--- src/rtl/bcd_digit_entry_pkg.sv ---
// Shared types and constants for the BCD digit-entry block.
// Optional echo feature is enabled by defining BCD_DIGIT_ENTRY_ECHO_EN.
package bcd_digit_entry_pkg;

    typedef enum logic [1:0] {
        EMPTY = 2'd0,
        ENTRY = 2'd1,
        DONE  = 2'd2
    } state_e;

    localparam logic [3:0] BCD_MAX = 4'd9;

    // Smallest width whose range covers every value of ndig decimal digits.
    function automatic int min_width(input int ndig);
        longint max_val = 1;
        int     w_min   = 63;
        for (int i = 0; i < ndig; i++) max_val = max_val * 10;
        max_val = max_val - 1;
        for (int w = 62; w >= 1; w--) begin
            if ((64'sd1 <<< w) > max_val) w_min = w;
        end
        return w_min;
    endfunction

endpackage

--- src/rtl/bcd_digit_entry_if.sv ---
// Keypad/result bundle between the operator side (master) and the entry block (slave).
// echo_bcd exists only when BCD_DIGIT_ENTRY_ECHO_EN is defined.
interface bcd_digit_entry_if #(
    parameter int NDIG = 4,
    parameter int W    = 14
);
    logic [3:0]   digit_in;
    logic         key_digit_n;
    logic         key_enter_n;
    logic         key_clear_n;
    logic [W-1:0] value;
    logic         value_valid;
    logic [2:0]   digit_count;
    logic         err_digit;
    logic         err_ovf;
`ifdef BCD_DIGIT_ENTRY_ECHO_EN
    logic [4*NDIG-1:0] echo_bcd;

    modport master (
        output digit_in, key_digit_n, key_enter_n, key_clear_n,
        input  value, value_valid, digit_count, err_digit, err_ovf, echo_bcd
    );
    modport slave (
        input  digit_in, key_digit_n, key_enter_n, key_clear_n,
        output value, value_valid, digit_count, err_digit, err_ovf, echo_bcd
    );
`else
    modport master (
        output digit_in, key_digit_n, key_enter_n, key_clear_n,
        input  value, value_valid, digit_count, err_digit, err_ovf
    );
    modport slave (
        input  digit_in, key_digit_n, key_enter_n, key_clear_n,
        output value, value_valid, digit_count, err_digit, err_ovf
    );
`endif
endinterface

--- src/rtl/bcd_digit_entry_key_press_det.sv ---
// Single-press detector for a debounced active-low key: one-cycle pulse on the falling edge.
// History flop resets to "released" so a key held through reset does not fire.
module key_press_det (
    input  logic clk,
    input  logic rst,
    input  logic i_key_n,
    output logic o_press
);
    logic r_key_q;

    // NOTE: sequential state uses non-blocking assignment so every flop samples pre-edge values.
    always_ff @(posedge clk) begin
        if (rst) r_key_q <= 1'b1;
        else     r_key_q <= i_key_n;
    end

    assign o_press = r_key_q & ~i_key_n;
endmodule

--- src/rtl/bcd_digit_entry.sv ---
// Keypad decimal entry: BCD digits appended via acc*10+d, ENTER publishes the binary value.
// Define BCD_DIGIT_ENTRY_ECHO_EN to add the echo_bcd shift register for display feedback.
module bcd_digit_entry
    import bcd_digit_entry_pkg::*;
#(
    parameter int NDIG = 4,
    parameter int W    = 14
) (
    input  logic             clk,
    input  logic             rst,
    bcd_digit_entry_if.slave bus
);
    if (W < min_width(NDIG) || NDIG < 1 || NDIG > 6) begin : g_param_err
        $error("bcd_digit_entry: NDIG out of 1..6 or W too narrow for NDIG digits");
    end

    localparam logic [2:0] NDIG_C = 3'(NDIG);

    logic w_clr, w_ent, w_dig, w_digit_ok;
    logic w_do_clear, w_do_publish, w_do_bad_digit, w_do_ovf, w_do_append, w_do_restart;
    state_e r_state, w_next_state;

    logic [W-1:0] r_acc;
    logic [W-1:0] r_value;
    logic         r_value_valid;
    logic [2:0]   r_count;
    logic         r_err_digit;
    logic         r_err_ovf;

    key_press_det u_det_digit (.clk(clk), .rst(rst), .i_key_n(bus.key_digit_n), .o_press(w_dig));
    key_press_det u_det_enter (.clk(clk), .rst(rst), .i_key_n(bus.key_enter_n), .o_press(w_ent));
    key_press_det u_det_clear (.clk(clk), .rst(rst), .i_key_n(bus.key_clear_n), .o_press(w_clr));

    assign w_digit_ok = (bus.digit_in <= BCD_MAX);

    always_ff @(posedge clk) begin
        if (rst) r_state <= EMPTY;
        else     r_state <= w_next_state;
    end

    // Priority clear > enter > digit; lower-priority presses in the same cycle are dropped.
    always_comb begin
        w_next_state = r_state;
        if (w_clr) begin
            w_next_state = EMPTY;
        end else if (w_ent) begin
            w_next_state = DONE;
        end else if (w_dig && w_digit_ok) begin
            if (r_state == DONE || r_count < NDIG_C) w_next_state = ENTRY;
        end
    end

    // NOTE: every always_comb output gets a default first so no path infers a latch.
    always_comb begin
        w_do_clear     = 1'b0;
        w_do_publish   = 1'b0;
        w_do_bad_digit = 1'b0;
        w_do_ovf       = 1'b0;
        w_do_append    = 1'b0;
        w_do_restart   = 1'b0;
        if (w_clr) begin
            w_do_clear = 1'b1;
        end else if (w_ent) begin
            w_do_publish = 1'b1;
        end else if (w_dig) begin
            if (!w_digit_ok)               w_do_bad_digit = 1'b1;
            else if (r_state == DONE)      w_do_restart   = 1'b1;
            else if (r_count == NDIG_C)    w_do_ovf       = 1'b1;
            else                           w_do_append    = 1'b1;
        end
    end

    always_ff @(posedge clk) begin
        if (rst) begin
            r_acc         <= '0;
            r_value       <= '0;
            r_value_valid <= 1'b0;
            r_count       <= 3'd0;
            r_err_digit   <= 1'b0;
            r_err_ovf     <= 1'b0;
        end else begin
            r_value_valid <= w_do_publish;
            if (w_do_clear) begin
                r_acc       <= '0;
                r_count     <= 3'd0;
                r_err_digit <= 1'b0;
                r_err_ovf   <= 1'b0;
            end
            if (w_do_publish)   r_value     <= r_acc;
            if (w_do_bad_digit) r_err_digit <= 1'b1;
            if (w_do_ovf)       r_err_ovf   <= 1'b1;
            if (w_do_append) begin
                r_acc   <= (r_acc << 3) + (r_acc << 1) + W'(bus.digit_in);
                r_count <= r_count + 3'd1;
            end
            if (w_do_restart) begin
                r_acc       <= W'(bus.digit_in);
                r_count     <= 3'd1;
                r_err_digit <= 1'b0;
                r_err_ovf   <= 1'b0;
            end
        end
    end

`ifdef BCD_DIGIT_ENTRY_ECHO_EN
    logic [4*NDIG-1:0] r_echo;

    always_ff @(posedge clk) begin
        if (rst || w_do_clear) r_echo <= '0;
        else if (w_do_append)  r_echo <= (r_echo << 4) | (4*NDIG)'(bus.digit_in);
        else if (w_do_restart) r_echo <= (4*NDIG)'(bus.digit_in);
    end

    assign bus.echo_bcd = r_echo;
`endif

    assign bus.value       = r_value;
    assign bus.value_valid = r_value_valid;
    assign bus.digit_count = r_count;
    assign bus.err_digit   = r_err_digit;
    assign bus.err_ovf     = r_err_ovf;
endmodule

--- src/flat_wrapper.sv ---
// flat-port wrapper written by rule: the top's interface ports become plain ports
module bcd_digit_entry_flat import bcd_digit_entry_pkg::*;
#(
    parameter int NDIG = 4,
    parameter int W    = 14
)
  (clk, rst, bus_digit_in, bus_key_digit_n, bus_key_enter_n, bus_key_clear_n, bus_value, bus_value_valid, bus_digit_count, bus_err_digit, bus_err_ovf);
  bcd_digit_entry_if #(.NDIG(NDIG), .W(W)) bus_i ();
  input  logic clk;
  input  logic rst;
  input wire logic [$bits(bus_i.digit_in)-1:0] bus_digit_in;
  input wire logic [$bits(bus_i.key_digit_n)-1:0] bus_key_digit_n;
  input wire logic [$bits(bus_i.key_enter_n)-1:0] bus_key_enter_n;
  input wire logic [$bits(bus_i.key_clear_n)-1:0] bus_key_clear_n;
  output wire logic [$bits(bus_i.value)-1:0] bus_value;
  output wire logic [$bits(bus_i.value_valid)-1:0] bus_value_valid;
  output wire logic [$bits(bus_i.digit_count)-1:0] bus_digit_count;
  output wire logic [$bits(bus_i.err_digit)-1:0] bus_err_digit;
  output wire logic [$bits(bus_i.err_ovf)-1:0] bus_err_ovf;
  assign bus_i.digit_in = bus_digit_in;
  assign bus_i.key_digit_n = bus_key_digit_n;
  assign bus_i.key_enter_n = bus_key_enter_n;
  assign bus_i.key_clear_n = bus_key_clear_n;
  assign bus_value = bus_i.value;
  assign bus_value_valid = bus_i.value_valid;
  assign bus_digit_count = bus_i.digit_count;
  assign bus_err_digit = bus_i.err_digit;
  assign bus_err_ovf = bus_i.err_ovf;
  bcd_digit_entry #(.NDIG(NDIG), .W(W)) u_core (.clk(clk), .rst(rst), .bus(bus_i));
endmodule
--- config.mk ---
export PLATFORM = sky130hd
export DESIGN_NAME = bcd_digit_entry_flat
export DESIGN_NICKNAME = d
export VERILOG_FILES = /design/src/rtl/bcd_digit_entry_pkg.sv /design/src/rtl/bcd_digit_entry_if.sv /design/src/rtl/bcd_digit_entry_key_press_det.sv /design/src/rtl/bcd_digit_entry.sv /design/src/flat_wrapper.sv
export SDC_FILE = /design/constraint.sdc
export NUM_CORES = 1
export LEC_CHECK = 0
export ABC_CLOCK_PERIOD_IN_PS = 7000
export BUFFER_PORTS_ARGS = -buffer_cell sky130_fd_sc_hd__buf_2
export CAP_MARGIN = 25
export CORE_MARGIN = 1.5
export CORE_UTILIZATION = 61
export DETAILED_ROUTE_END_ITERATION = 12
export PLACE_DENSITY = 0.92
export SYNTH_ARGS = -nofsm -noshare
export SYNTH_HDL_FRONTEND = slang
export SYNTH_SLANG_ARGS = --single-unit
export TNS_END_PERCENT = 20
--- constraint.sdc ---
create_clock -name clk -period 7 [get_ports clk]
set_input_delay 1.4 -clock clk [delete_from_list [all_inputs] [get_ports clk]]
set_output_delay 1.4 -clock clk [all_outputs]
set_load 0.005 [all_outputs]
; ---- Yosys cells after proc, flatten, opt, wreduce, memory -nomap -nowiden
; Index checks and enable logic that the tools add are counted.
[classes]
magnitude_cmp = 2
reduce_logical = 13
muxes = 36
bitwise = 6
eq_ne = 2
n_addsub = 3
[op_table]
columns = operator, n
row1 = 1-bit 2-to-1 mux, 28
row2 = 14-bit 2-to-1 mux, 2
row3 = 14-bit adder, 1
row4 = 14-bit by 4-bit adder with 14-bit output, 1
row5 = 2-bit nonzero test, 5
row6 = 2-bit 2-to-1 mux, 3
row7 = 3-bit 2-to-1 mux, 2
row8 = 4-bit less-or-equal comparator (second input constant), 1
row9 = 4-bit 2-to-1 mux, 1
row10 = 2-bit AND reduction, 2
row11 = 2-bit OR reduction, 2
row12 = 3-bit by 1-bit adder with 3-bit output (second input constant), 1
row13 = 1-bit AND, 3
row14 = 3-bit == test (second input constant), 1
row15 = 3-bit less-than comparator (second input constant), 1
row16 = 1-bit NOT, 3
row17 = 3-bit nonzero test, 1
row18 = 3-bit OR reduction, 1
row19 = 2-bit == test (second input constant), 1
row20 = 1-bit logical AND, 1
row21 = 1-bit logical OR, 1
[word_totals]
inputBits = 9
ff_bits = 39
word_cells = 75
output_inout_bits = 20

; ---- Longest topological paths before layout
; Gate-level depths: netlist of the first run.
[logic_depth]
ltp_word = 9
mapped_depth = 10
mapped_depth_nobuf = 10

; ---- Hierarchy
; A second synthesis of the first run with hierarchy kept.
[hier_totals]
hier_cells = 242
area_unflattened_um2 = 2094.5
[modules_own_cells]
columns = mod, area_each_um2, instances, cells_each, seq_area_each_um2
row1 = bcd_digit_entry, 1989.4, 1, 233, 720.7
row2 = key_press_det, 35.0, 3, 3, 20.0

; ---- Least setup slack after synthesis of the first run
; Ideal clock, no wire load.
[synth_path]
path_type = input port to flip-flop
from = in bus_digit_in[3]
to = reg u_core.r_acc[13]
arrival_ps = 3450
slack_ps = 3433
cell_stages = 10
n_path_buf = 0
setup_time_ps = 117
required_time_ps = 6883
cell_sequence = inv_1 -> fa_1 -> inv_1 -> ha_1 -> a21oi_1 -> o211ai_1 -> and3_2 -> a221oi_2 -> xnor2_1 -> a22o_1
[synth_between]
elab_chain_cells = 6
elab_cells_between_ends = 13
cone_classes = 1 x add/sub / 1 x order compare / 9 x mux / 2 x reduce/logical
[synth_rtl]
columns = element, line
row1 = "start, declared", flat_wrapper.sv:11  ; input wire logic [$bits(bus_i.digit_in)-1:0] bus_digit_in;
row2 = 4-bit less-or-equal comparator, bcd_digit_entry.sv:34  ; assign w_digit_ok = (bus.digit_in <= BCD_MAX);
row3 = 1-bit 2-to-1 mux, bcd_digit_entry.sv:66  ; if (!w_digit_ok) w_do_bad_digit = 1'b1;
row4 = 1-bit 2-to-1 mux, bcd_digit_entry.sv:65  ; end else if (w_dig) begin
row5 = 1-bit 2-to-1 mux, bcd_digit_entry.sv:63  ; end else if (w_ent) begin
row6 = 1-bit 2-to-1 mux, bcd_digit_entry.sv:61  ; if (w_clr) begin
row7 = "14-bit 2-to-1 mux, or another cell as far along", bcd_digit_entry.sv:92  ; if (w_do_append) begin
row8 = "end signal, assigned", bcd_digit_entry.sv:93  ; r_acc <= (r_acc << 3) + (r_acc << 1) + W'(bus.digit_in);
row9 = "end signal, assigned", bcd_digit_entry.sv:97  ; r_acc <= W'(bus.digit_in);
row10 = "end, declared", bcd_digit_entry.sv:23  ; logic [W-1:0] r_acc;
; Parallel ways exist; a longest one is shown, timed or not.
; A chain may end at the register's enable or synchronous reset.

; ---- Worst setup path after layout of the first run
; Ends and elaborated chain as after synthesis.

==> results of run 1 <==
layer usage:
metal  wire, um  part of all wire
met3        403             0.080
met5          0                 0
met4        131             0.026
met2       2419              0.48
met1       2103              0.42
worst max-delay path: cells and delay by family:
family / cells / cell delay [ns]
adders and majority gates: 2 / 0.91
AOI/OAI and AO/OA: 4 / 0.89
and+or+nand+nor: 1 / 0.27
buffers and inverters: 3 / 0.24
xor gates and xnor gates: 1 / 0.13
power groups by stage:
stage               Clock, W  Combinational [W]  Sequential [W]
floorplan                  0          0.0000254        0.000232
global placement           0          0.0000338        0.000232
detailed placement         0          0.0000353        0.000232
CTS                 0.000188          0.0000366        0.000227
global route        0.000196          0.0000411        0.000228
finish              0.000186          0.0000378        0.000227
Yosys cell counts, types with 3 or more instances:
cell and n:
a21oi_1 35, nor2_1 15, xor2_1 3, dfxtp_1 39, a22o_1 3, nor3_1 5, a31oi_1 3, nand3_1 5
a21o_1 3, inv_1 11, nand2b_1 4, or2_2 5, ha_1 24, nor2b_1 5, nand2_1 54, and3_1 3
xnor2_1 8, clkbuf_1 10, o21ai_0 6
cells in the final DEF, fill, tap and decap left out, types with 2 or more instances in the layout:
| master | count |
|---|---|
| a22o_1 | 3 |
| fa_1 | 2 |
| dfxtp_1 | 39 |
| o21ai_0 | 6 |
| a31oi_1 | 3 |
| ha_1 | 24 |
| a21o_1 | 3 |
| nor2_1 | 15 |
| buf_2 | 28 |
| nand2b_1 | 4 |
| nand3b_1 | 2 |
| a22oi_1 | 2 |
| bufinv_16 | 2 |
| a21oi_1 | 35 |
| xnor2_1 | 8 |
| nand3_1 | 5 |
| nor3_1 | 5 |
| or2_2 | 5 |
| xor2_1 | 3 |
| clkbuf_4 | 5 |
| nor2b_1 | 5 |
| nor4_1 | 2 |
| o211ai_1 | 2 |
| inv_1 | 11 |
| nand2_1 | 54 |
| and3_1 | 3 |
flip-flops by register name, summed over array words and instances, names as in the netlist:
signal	flops
u_core.bus.value_valid	1
u_core.bus.err_ovf	1
u_core.bus.value	14
u_core.u_det_enter.r_key_q	1
u_core.bus.err_digit	1
u_core.r_acc	14
u_core.u_det_clear.r_key_q	1
u_core.r_state	2
u_core.bus.digit_count	3
u_core.u_det_digit.r_key_q	1
logic make-up (layout without fill, tap and decap cells):
group / count (synthesis) / count (layout) / synth area share
XOR/XNOR: 11 / 11 / 0.04527
AND/OR/NAND/NOR: 102 / 102 / 0.2146
buffers and inverters: 21 / 47 / 0.03704
adder cells (fa/ha/maj): 26 / 26 / 0.1599
AO/OA/AOI/OAI: 62 / 62 / 0.1764
flip-flops: 39 / 39 / 0.3668
worst max-delay path by stage:
| stage | from | end | slack [ns] | cells after the start |
|---|---|---|---|---|
| 2_1_floorplan | bus_digit_in[3] | u_core.r_acc[13] | 3.43 | 10 |
| 3_3_place_gp | bus_digit_in[3] | u_core.r_acc[13] | 3.23 | 11 |
| 3_5_place_dp | bus_digit_in[3] | u_core.r_acc[13] | 3.13 | 11 |
| 4_1_cts | bus_digit_in[3] | u_core.r_acc[13] | 3.46 | 11 |
| 5_1_grt | bus_digit_in[3] | u_core.r_acc[13] | 3.31 | 11 |
| 6_report | bus_digit_in[3] | u_core.r_acc[13] | 3.42 | 11 |
final cells by class:
class | count | area (um2)
Tap cell | 46 | 57.56
Multi-Input combinational cell | 201 | 1269
Inverter | 11 | 41.29
Sequential cell | 39 | 780.7
Fill cell | 240 | 947.2
Clock inverter | 2 | 60.06
Clock buffer | 6 | 41.29
Timing Repair Buffer | 28 | 140.1
stage by stage:
step,utilization,instance area (um2)
2_1_floorplan,-,2128
3_3_place_gp,0.6858,2288
3_5_place_dp,0.6858,2288
4_1_cts,0.7162,2390
5_1_grt,0.7162,2390
6_report,0.7162,2390
==> metrics.yaml, run 1 <==
syn_area_um2: 2128
grt.busiest_layer: "met2"
hold_buffers: 0
synthesis.instances: 261
clockBufferDepth: 2
holdPathEnd: "u_core.bus.value[0]"
die_area_um2: 3852
yosys_warnings: 0
avgViaCountPerCell: 5.961
clk_latency_ns: 0.35
arrival_ns: 3.83
finalSetupTns_ns: 0
post-dp-hpwl_um: 3535
gp_congestion: 0.8941
grt_pass1_vias: 1753
grt.total_usage: 0.2754
cp-end-kind: "flip-flop"
area_growth_pct: 12.29
min_from: "u_core.bus.value[0]"
cts_resized: 0
period_minus_slack_ns: 3.584
status: "completed"
p_leak_nw: 1.086
cpPeakStageDelay_ns: 0.61
reg2reg_setup_slack_ns: 4.14
htree_levels: 2
synth_top_area_frac: 0.3668
relSlewSlack: 0.4510
finalHoldViolations: 0
drt_iter0_markers: 189
cts_tree: "yes"
reg2reg_depth: 10
ys_async_sr_fraction: 0
synthFlopType: "dfxtp_1"
antenna_found_initial: 0
vias: 1985
avgSynthCellArea_um2: 8.154
cts.sinks: 39
critPathKind: "in2reg"
p_switching_w: 0.0001023
die_h_um: 62.07
r2r_end: "u_core.r_acc[13]"
worst_pin_slew_ns: 0.8180
wl_per_cell_um: 15.19
grt_start_max_net_pins: 23
nets: 321
power_frac_clock: 0.412
min_path_type: "reg2reg"
yosysUniqueCellTypes: 34
drc: 0
port_buffers: 28
clk_pin_slew_ns: 0.11
overflow: 0
critPathSlowestCell: "fa_1"
reg2reg_from: "u_core.r_acc[0]"
grt_pass1_wl_um: 7783
drive_gt1_frac: 0.1533
worstPathRequired_ns: 7.25
place_ws_ns: 3.129
fmax_mhz: 279.0
crit_path_max_fanout: 3
synth_area_leader_cell: "dfxtp_1"
rsz0062_at_grt: "false"
hold_depth: 2
grt_util_met3: 0.06625
report.final.slew_viol_count: 0
p_per_area_nw_per_um2: 188.6
core-area_um2: 3337
antenna_cells: 0
postCtsSetupBuffers: 0
internal-power_w: 0.0003484
dp_cells: 325
crit_chain: "buf_2 > inv_1 > fa_1 > inv_1 > ha_1 > a21oi_1 > o211ai_1 > and3_2 > a221oi_2 > xnor2_1 > a22o_1"
swShare: 0.2269
ir_drop_uv: 103.2
grtUsageMet1: 0.3414
drt-pass1-iter-count: 7
cts_root_buffer: "clkbuf_4"
ant_nets: 0
period_share: 0.5120
critPathMostFrequentCell: "inv_1"
fin_total_pwr_w: 0.0004506
cts_buffers: 5
seqPwrFrac: 0.504
worst_slack_ns: 3.416
die_x_um: 62.07
num_rows: 21
drv_cap: 0
routed_wl_um: 5058
gr-usage-met2: 0.4449
synth_nets: 296
ys_seq_elements: 39
synth_edf_count: 0
start_util: 0.6378
io_pins: 29
layout.cells.non_filler: 333
yosys-top-cells-area: "dfxtp_1 37%, ha_1 14%, nand2_1 9.5%"
finalSetupViolations: 0
combPwrFrac: 0.084
holdWs_ns: 0.4586
ys_seq_area_frac: 0.3668
finClkSkew_ns: 0.006132
critPathLaunchType: "input port"
Power figures use the tool's default switching activity.
==> run 2: changes to the inputs <==
ABC_AREA = 1   (was unset)
ABC_CLOCK_PERIOD_IN_PS = 3400   (was 7000)
CORE_UTILIZATION = 58   (was 61)
PLACE_DENSITY = 0.87   (was 0.92)
clock period = 3.4 ns   (was 7 ns; I/O delays follow)
==> metrics.yaml, run 2 <==
status: "completed"
synthesis.instances: 336  # +29%
drv_cap: 0  # unchanged
synth_top_area_frac: 0.3166  # -0.05025
fill_cells: 342  # +43%
drt_iter0_markers: 107  # -43%
postCtsSetupBuffers: 0  # unchanged
top_layer: "met4"
wl_per_cell_um: 13.21  # -13%
cp-end-kind: "flip-flop"
drive_gt1_frac: 0.1890  # +0.03573
finalSetupTns_ns: 0  # unchanged
nets: 399  # +24%
layout.cells.non_filler: 415  # +25%
dp_cells: 407  # +25%
finalHoldViolations: 0  # unchanged
period_share: 0.7195
antenna_cells: 0  # unchanged
vias: 2260  # +14%
finClkSkew_ns: 0.006796  # +0.0006649 ns
clk_pin_slew_ns: 0.08  # -0.03 ns
hold_buffers: 0  # unchanged
final_common_cell: "nand2_1"
cts_buffers: 5  # unchanged
overflow: 0  # unchanged
drt-pass1-iter-count: 4  # -3
arrival_ns: 2.62  # -1.21 ns
p_per_area_nw_per_um2: 367.8  # +95%
avgSynthCellArea_um2: 7.340  # -10%
yosys_warnings: 0  # unchanged
cts_root_buffer: "clkbuf_8"
fin_total_pwr_w: 0.001005  # +120%
start_util: 0.6078  # -0.03002
gp_congestion: 0.8423  # -5.8%
relSlewSlack: 0.5995  # +0.1486
synth_edf_count: 0  # unchanged
io_pins: 29  # unchanged
ys_seq_area_frac: 0.3166  # -0.05025
crit_path_max_fanout: 4  # +1
area_growth_pct: 10.86
core-area_um2: 4058  # +22%
synth_area_leader_cell: "dfxtp_1"
clk_latency_ns: 0.30  # -0.05 ns
syn_area_um2: 2466  # +16%
die_h_um: 68.21  # +9.9%
grt_pass1_wl_um: 8880  # +14%
ys_seq_elements: 39  # unchanged
clockBufferDepth: 2  # unchanged
avgViaCountPerCell: 5.446  # -8.6%
rsz0062_at_grt: "false"
die_x_um: 68.21  # +9.9%
routed_wl_um: 5483  # +8.4%
worstPathRequired_ns: 3.57  # -3.68 ns
report.final.slew_viol_count: 0  # unchanged
drc: 0  # unchanged
grt_start_max_net_pins: 22  # -4.3%
cts.sinks: 39  # unchanged
yosysMostFrequentCell: "nand2_1"
holdWs_ns: 0.4469  # -0.01169 ns
num_rows: 23  # +9.5%
finalSetupViolations: 0  # unchanged
ant_nets: 0  # unchanged
port_buffers: 28  # unchanged
cts_tree: "yes"
ys_async_sr_fraction: 0  # unchanged
critPathLaunchType: "input port"
ir_drop_uv: 276.0  # +170%
grt_pass1_vias: 2094  # +19%
htree_levels: 2  # unchanged
critPathKind: "in2reg"
p_leak_nw: 1.414  # +30%
final_cell_mix: "79 x nand2_1, 45 x inv_1, 39 x dfxtp_1"
period_minus_slack_ns: 2.446
die_area_um2: 4652  # +21%
synth_nets: 371  # +25%
met3_wirelength_um: 289  # -28%
worst_pin_slew_ns: 0.6001  # -0.2180 ns
cts_resized: 0  # unchanged
post-dp-hpwl_um: 4090  # +16%
yosysUniqueCellTypes: 34  # unchanged
yosys-top-cells-area: "dfxtp_1 32%, ha_1 12%, nand2_1 12%"
synthFlopType: "dfxtp_1"
grt.total_usage: 0.2584  # -0.01702
synth_commonest_cells: "79 x nand2_1, 45 x inv_1, 39 x dfxtp_1, 38 x nor2_1, 24 x ha_1"
fin_area_um2: 2734  # +14%
wl_met1_um: 2284  # +8.6%
min_path_type: "reg2reg"
fmax_mhz: 408.8
antenna_found_initial: 0  # unchanged
wl_met2_um: 2811  # +16%
dpl_cell_area_um2: 2616  # +14%
run 2: cell count changes after synthesis, moves of 4 or more:
cell	previous run	this run
inv_1	11	45
nand2_1	54	79
clkbuf_1	10	3
nand3_2	0	6
nor2b_1	5	0
nand4_1	0	5
nand3_1	5	23
a21oi_2	1	9
nor2_1	15	38
a21oi_1	35	12
nand2b_1	4	0
o21ai_0	6	15
xnor2_1	8	0
run 2: power breakdown:
group / leakage (nW) / switching, W / internal, W
Sequential: 0.318 / 0.00000967 / 0.000474
Combinational: 1.03 / 0.0000733 / 0.0000385
Clock: 0.0612 / 0.000173 / 0.000238
Total: 1.41 / 0.000256 / 0.000750
run 2: kinds of logic (layout without fill, tap and decap cells):
kind of cell               Yosys count  count (layout)  share of synthesized area
AOI/OAI and AO/OA                   45              45                     0.1101
and+or+nand+nor                    170             170                     0.3354
buffers and inverters               54              83                    0.09285
xor gates and xnor gates             2               2                   0.007104
DFF                                 39              39                     0.3166
adders and majority gates           26              26                     0.1380
run 2: final timing paths:
check / endpoint / start / slack (ns) / cells past startpoint
setup / recovery: u_core.r_acc[7] / bus_digit_in[3] / 0.95 / 12
hold / removal: u_core.bus.err_ovf / u_core.bus.err_ovf / 0.45 / 2
setup reg to reg: u_core.r_acc[7] / u_core.r_acc[0] / 1.05 / 11
hold reg to reg: u_core.bus.err_ovf / u_core.bus.err_ovf / 0.45 / 2
run 2: cell type report:
cell class,count,area (um2),area share
Sequential cell,39,780.7,0.2856
Multi-Input combinational cell,243,1456,0.5327
Timing Repair Buffer,28,140.1,0.05126
Clock buffer,6,82.58,0.03021
Clock inverter,2,35.03,0.01281
Inverter,47,176.4,0.06453
Tap cell,50,62.56,0.02288
run 2: per-stage QoR:
step	worst slack, ns	utilization
detailed placement	0.6484	0.6448
CTS	0.9660	0.6738
floorplan	0.9138	-
global placement	0.7178	0.6448
finish	0.9536	0.6738
global route	0.7702	0.6738
run 2: worst max-delay path, cell delays in order:
cell,delay (ns)
buf_2,0.10
inv_1,0.09
fa_1,0.61
inv_1,0.06
ha_1,0.30
nand3_1,0.09
nand3_1,0.15
nand2_1,0.09
nand2_1,0.05
or2_2,0.28
nand3_2,0.07
a21oi_2,0.05
run 2: routing by layer:
layer / GRT usage / up-vias
met2: 0.4842 / 76
li1: - / 1139
met3: 0.04770 / 12
met4: 0.09500 / 0
met5: 0 / -
met1: 0.2870 / 1033
